$ cat src/rtl/shift_word_serializer.sv
// shift_word_serializer: feeds one word at a time bit-serially into a bidirectional shift register
module shift_word_serializer #(
  parameter int WIDTH = 4,
  parameter int GAP = 0
) (
  input  logic             clk,
  input  logic             rstn,
  input  logic [WIDTH-1:0] in_data,
  input  logic             in_dir,
  input  logic             in_valid,
  output logic             in_ready,
  output logic             sr_d,
  output logic             sr_en,
  output logic             sr_dir,
  output logic             word_done,
  output logic             busy
);
  localparam int CW = $clog2(WIDTH + 1);
  localparam int GW = GAP > 0 ? $clog2(GAP + 1) : 1;
  localparam logic [CW-1:0] CLAST = CW'(WIDTH - 1);
  localparam logic [GW-1:0] GLAST = GW'(GAP > 0 ? GAP - 1 : 0);
  typedef enum logic [1:0] {S_IDLE, S_SHIFT, S_GAP} state_t;
  state_t state_q, state_d;
  logic [CW-1:0] cnt_q, cnt_d;
  logic [GW-1:0] gcnt_q, gcnt_d;
  logic [WIDTH-1:0] word_q, word_d;
  logic dir_q, dir_d;
  logic in_ready_q, in_ready_d, sr_d_q, sr_d_d, sr_en_q, sr_en_d;
  logic word_done_q, word_done_d, busy_q, busy_d;
  // word_q holds the bits still to send, pre-shifted so the next bit is always at the end facing dir
  always_comb begin
    state_d = state_q;
    cnt_d = cnt_q;
    gcnt_d = gcnt_q;
    word_d = word_q;
    dir_d = dir_q;
    sr_d_d = 1'b0;
    sr_en_d = 1'b0;
    word_done_d = 1'b0;
    unique case (state_q)
      S_IDLE: if (in_valid) begin
        state_d = S_SHIFT;
        cnt_d = '0;
        dir_d = in_dir;
        word_d = in_dir ? in_data >> 1 : in_data << 1;
        sr_d_d = in_dir ? in_data[0] : in_data[WIDTH-1];
        sr_en_d = 1'b1;
      end
      S_SHIFT: if (cnt_q == CLAST) begin
        state_d = GAP > 0 ? S_GAP : S_IDLE;
        gcnt_d = '0;
        word_done_d = 1'b1;
      end else begin
        cnt_d = cnt_q + 1'b1;
        sr_d_d = dir_q ? word_q[0] : word_q[WIDTH-1];
        sr_en_d = 1'b1;
        word_d = dir_q ? word_q >> 1 : word_q << 1;
      end
      S_GAP: if (gcnt_q == GLAST) state_d = S_IDLE;
             else gcnt_d = gcnt_q + 1'b1;
      default: state_d = S_IDLE;
    endcase
    in_ready_d = state_d == S_IDLE;
    busy_d = state_d != S_IDLE;
  end
  always_ff @(posedge clk) begin
    if (!rstn) begin
      state_q <= S_IDLE;
      cnt_q <= '0;
      gcnt_q <= '0;
      word_q <= '0;
      dir_q <= 1'b0;
      in_ready_q <= 1'b1;
      sr_d_q <= 1'b0;
      sr_en_q <= 1'b0;
      word_done_q <= 1'b0;
      busy_q <= 1'b0;
    end else begin
      state_q <= state_d;
      cnt_q <= cnt_d;
      gcnt_q <= gcnt_d;
      word_q <= word_d;
      dir_q <= dir_d;
      in_ready_q <= in_ready_d;
      sr_d_q <= sr_d_d;
      sr_en_q <= sr_en_d;
      word_done_q <= word_done_d;
      busy_q <= busy_d;
    end
  end
  assign in_ready = in_ready_q;
  assign sr_d = sr_d_q;
  assign sr_en = sr_en_q;
  assign sr_dir = dir_q;
  assign word_done = word_done_q;
  assign busy = busy_q;
endmodule

$ cat config.mk
export PLATFORM = sky130hd
export DESIGN_NAME = shift_word_serializer
export DESIGN_NICKNAME = d
export VERILOG_FILES = /design/src/rtl/shift_word_serializer.sv
export SDC_FILE = /design/constraint.sdc
export NUM_CORES = 1
export LEC_CHECK = 0
export ABC_AREA = 1
export CAP_MARGIN = 20
export CORE_AREA = 2 2 39 41
export CTS_CLUSTER_SIZE = 28
export DETAILED_ROUTE_END_ITERATION = 10
export DIE_AREA = 0 0 41 43
export DONT_BUFFER_PORTS = 1
export PLACE_DENSITY = 0.66
export SYNTH_ARGS = -nofsm -noshare
export SYNTH_HDL_FRONTEND = slang
export SYNTH_SLANG_ARGS = --single-unit
$ cat constraint.sdc
create_clock -name clk -period 2.4 [get_ports clk]
set_input_delay 0.36 -clock clk [delete_from_list [all_inputs] [get_ports clk]]
set_output_delay 0.36 -clock clk [all_outputs]
set_load 0.05 [all_outputs]
==> results.toml <==
[routing]
num_vias = 593
wl_um = 1245
first_iter_violations = 19
wl_per_cell_um = 10.38
postRouteAntennaNets = 0
dr.pass1.iters = 4
viasPerCell = 4.942
drcViolationCount = 0

[critical_path]
cpPeakStageDelay_ns = 0.34
worstPathMaxFanout = 10
crit_family = "simple AND/OR/NAND/NOR gates"
endpoint_kind = "flop"
cp.arrival_ns = 1.72
critPathRequiredTime_ns = 2.63
reg2reg_slack_ns = 0.91
slowest_stage = "dfxtp_1"
critPathBufInv = 0
critPathLaunchType = "flop"
crit_path_cell_trace = "ha_1, ha_1, a21oi_1, nand2_2, nor2_4, nand2_1, nand2_1"
worstSetupPathType = "reg -> reg"

[yosys]
synth_top_cells_by_area = "dfxtp_1 (44%), nand2_1 (20%), nand3_1 (9.6%), inv_1 (8.3%), ha_1 (3.7%)"
syn_area_um2 = 676.9
seq_area_frac_synth_pct = 44.36
syn_area_per_cell_um2 = 6.769
synth_top_area_cell = "dfxtp_1"
synthCells = 100
synth_nets = 110
async_reset_ff_share_pct = 0
ys.flop_type = "dfxtp_1"
yosysMostFrequentCell = "nand2_1"
synth_common_cells = "nand2_1 (36), dfxtp_1 (15), inv_1 (15)"
yosys_warnings = 0
synth_cell_type_count = 14
synth_edf_count = 0
synth_top_area_share_pct = 44.36
ys_ff_latch = 15

[sta]
min_period_ns = 1.487
rsz0062_at_grt = "no"
period_share_pct = 61.98
slew_viol_final = 0
max_freq_mhz = 672.3
setup-tns-final_ns = 0
hold_viol = 0
finalSetupViolations = 0
fin_skew_ns = 0.004211

[die]
dieArea_mm2 = 0.001763
io_pins = 14
initial_utilization_pct = 48.92
die_h_um = 43
placementRows = 14
core-area_mm2 = 0.001384
die_x_um = 41

[clocking]
cts_made_buffers = 3
post_cts_resized = 0
insertion_delay_ns = 0.28
cts.clk_slew.worst_paths_ns = 0.09
hold_buffers = 0
cts_tree = "yes"
cts_setup_buffers = 0
h-tree-depth = 1
root_buffer = "clkbuf_4"
clock_sinks = 15
cts_buffer_depth = 2

[grt]
first_global_vias = 516
grt_pass1_wl_um = 2104
gr-total-overflow = 0
track_usage_pct = 17.78
grt_max_degree = 12
antenna_found_initial = 0

[pwr]
power_switching_mw = 0.1262
p_leak_nw = 0.3738
p_per_area_mw_per_mm2 = 635.1
combPwrFrac_pct = 9.6
internal-power_mw = 0.3355
ir_worst_vdd_uv = 222.2
seqPwrFrac_pct = 60.0
switching_share_pct = 27.33
clockPowerShare_pct = 30.4

[layout]
nFillCells = 143
drive_gt1_share_pct = 6.731
multi_input_area_um2 = 315.3
instances_no_fill = 120
n_antenna_cell = 0
ff_latch_area_um2 = 300.3
layout.nets = 115
syn2layout_area_growth_pct = 7.394

[min_path]
hp-class = "in -> reg"

[placed_design]
io_buffers = 0
gp_congestion = 0.7707
dp.cells = 116
dp_hpwl_um = 961.7

[job]
max_cap_viol_count = 0

[outcome]
status = "completed"
## cell usage in the layout, fill, tap and decap left out
| cell | instances |
|---|---|
| ha_1 | 2 |
| nor2_4 | 1 |
| nand2_2 | 1 |
| nor3_1 | 1 |
| clkinv_2 | 1 |
| inv_1 | 15 |
| o21ai_0 | 4 |
| nand3_1 | 13 |
| nor2_1 | 6 |
| clkbuf_4 | 3 |
| nand2_1 | 36 |
| a21oi_1 | 3 |
| buf_4 | 1 |
| nand4_1 | 1 |
| dfxtp_1 | 15 |
| conb_1 | 1 |
## path summary, 6_finish.rpt
kind / start / depth (start not counted) / end
hold reg to reg: word_q[3] / 2 / word_q[3]
setup / recovery: cnt_q[0] / 7 / word_q[2]
hold / removal: rstn / 2 / sr_d
setup reg to reg: cnt_q[0] / 7 / word_q[2]
## area by class of cell
type	count	share of cell area (%)
clock buffer	3	3.098
clock inverter	1	0.6885
inverter	15	7.745
multi-input combinational	69	43.37
sequential	15	41.31
tap	16	2.754
timing repair buffer	1	1.033
## power by group through the flow
stage          clock, mW  combinational (mW)  sequential [mW]
6_report           0.140              0.0443            0.277
5_1_grt            0.155              0.0514            0.279
4_1_cts            0.145              0.0446            0.277
3_5_place_dp           0              0.0444            0.283
3_3_place_gp           0              0.0440            0.283
2_1_floorplan          0              0.0335            0.286
## logic make-up (layout without fill, tap and decap cells)
logic type	after synthesis	count (layout)	synth area share [%]
and+or+nand+nor	59	59	37.15
buffers and inverters	16	20	9.056
adders and majority gates	2	2	3.696
DFF	15	15	44.36
AOI/OAI and AO/OA	7	7	5.175
other	1	1	0.5540
## routing by layer
layer  vias to the layer above  share of wire [%]  GRT usage, %
met4                         0                2.0         10.00
met2                        19                 49         26.56
met3                         4                4.8         4.188
li1                        315                  -             -
met1                       255                 44         22.30
met5                         -                  0             0
## sequential cells by signal, summed over array words and instances, names as in the netlist
signal and flops:
busy 1, cnt_q 3, in_ready 1, sr_d 1
sr_dir 1, sr_en 1, state_q 2, word_done 1
word_q 4
## metrics by stage
stage	utilization [%]	hold WS [ns]	power [mW]	setup WS [ns]	instance area [µm²]
final	52.53	0.1942	0.4617	0.9125	726.9
after global routing	52.53	0.1857	0.4852	0.7570	726.9
after CTS	52.53	0.1881	0.4672	0.9092	726.9
after detailed placement	50.54	0.4884	0.3275	0.9308	699.4
after global placement	50.54	0.4822	0.3272	1.012	699.4
after floorplan	-	0.4531	0.3197	1.098	676.9
(Power assumes the default switching activity.)
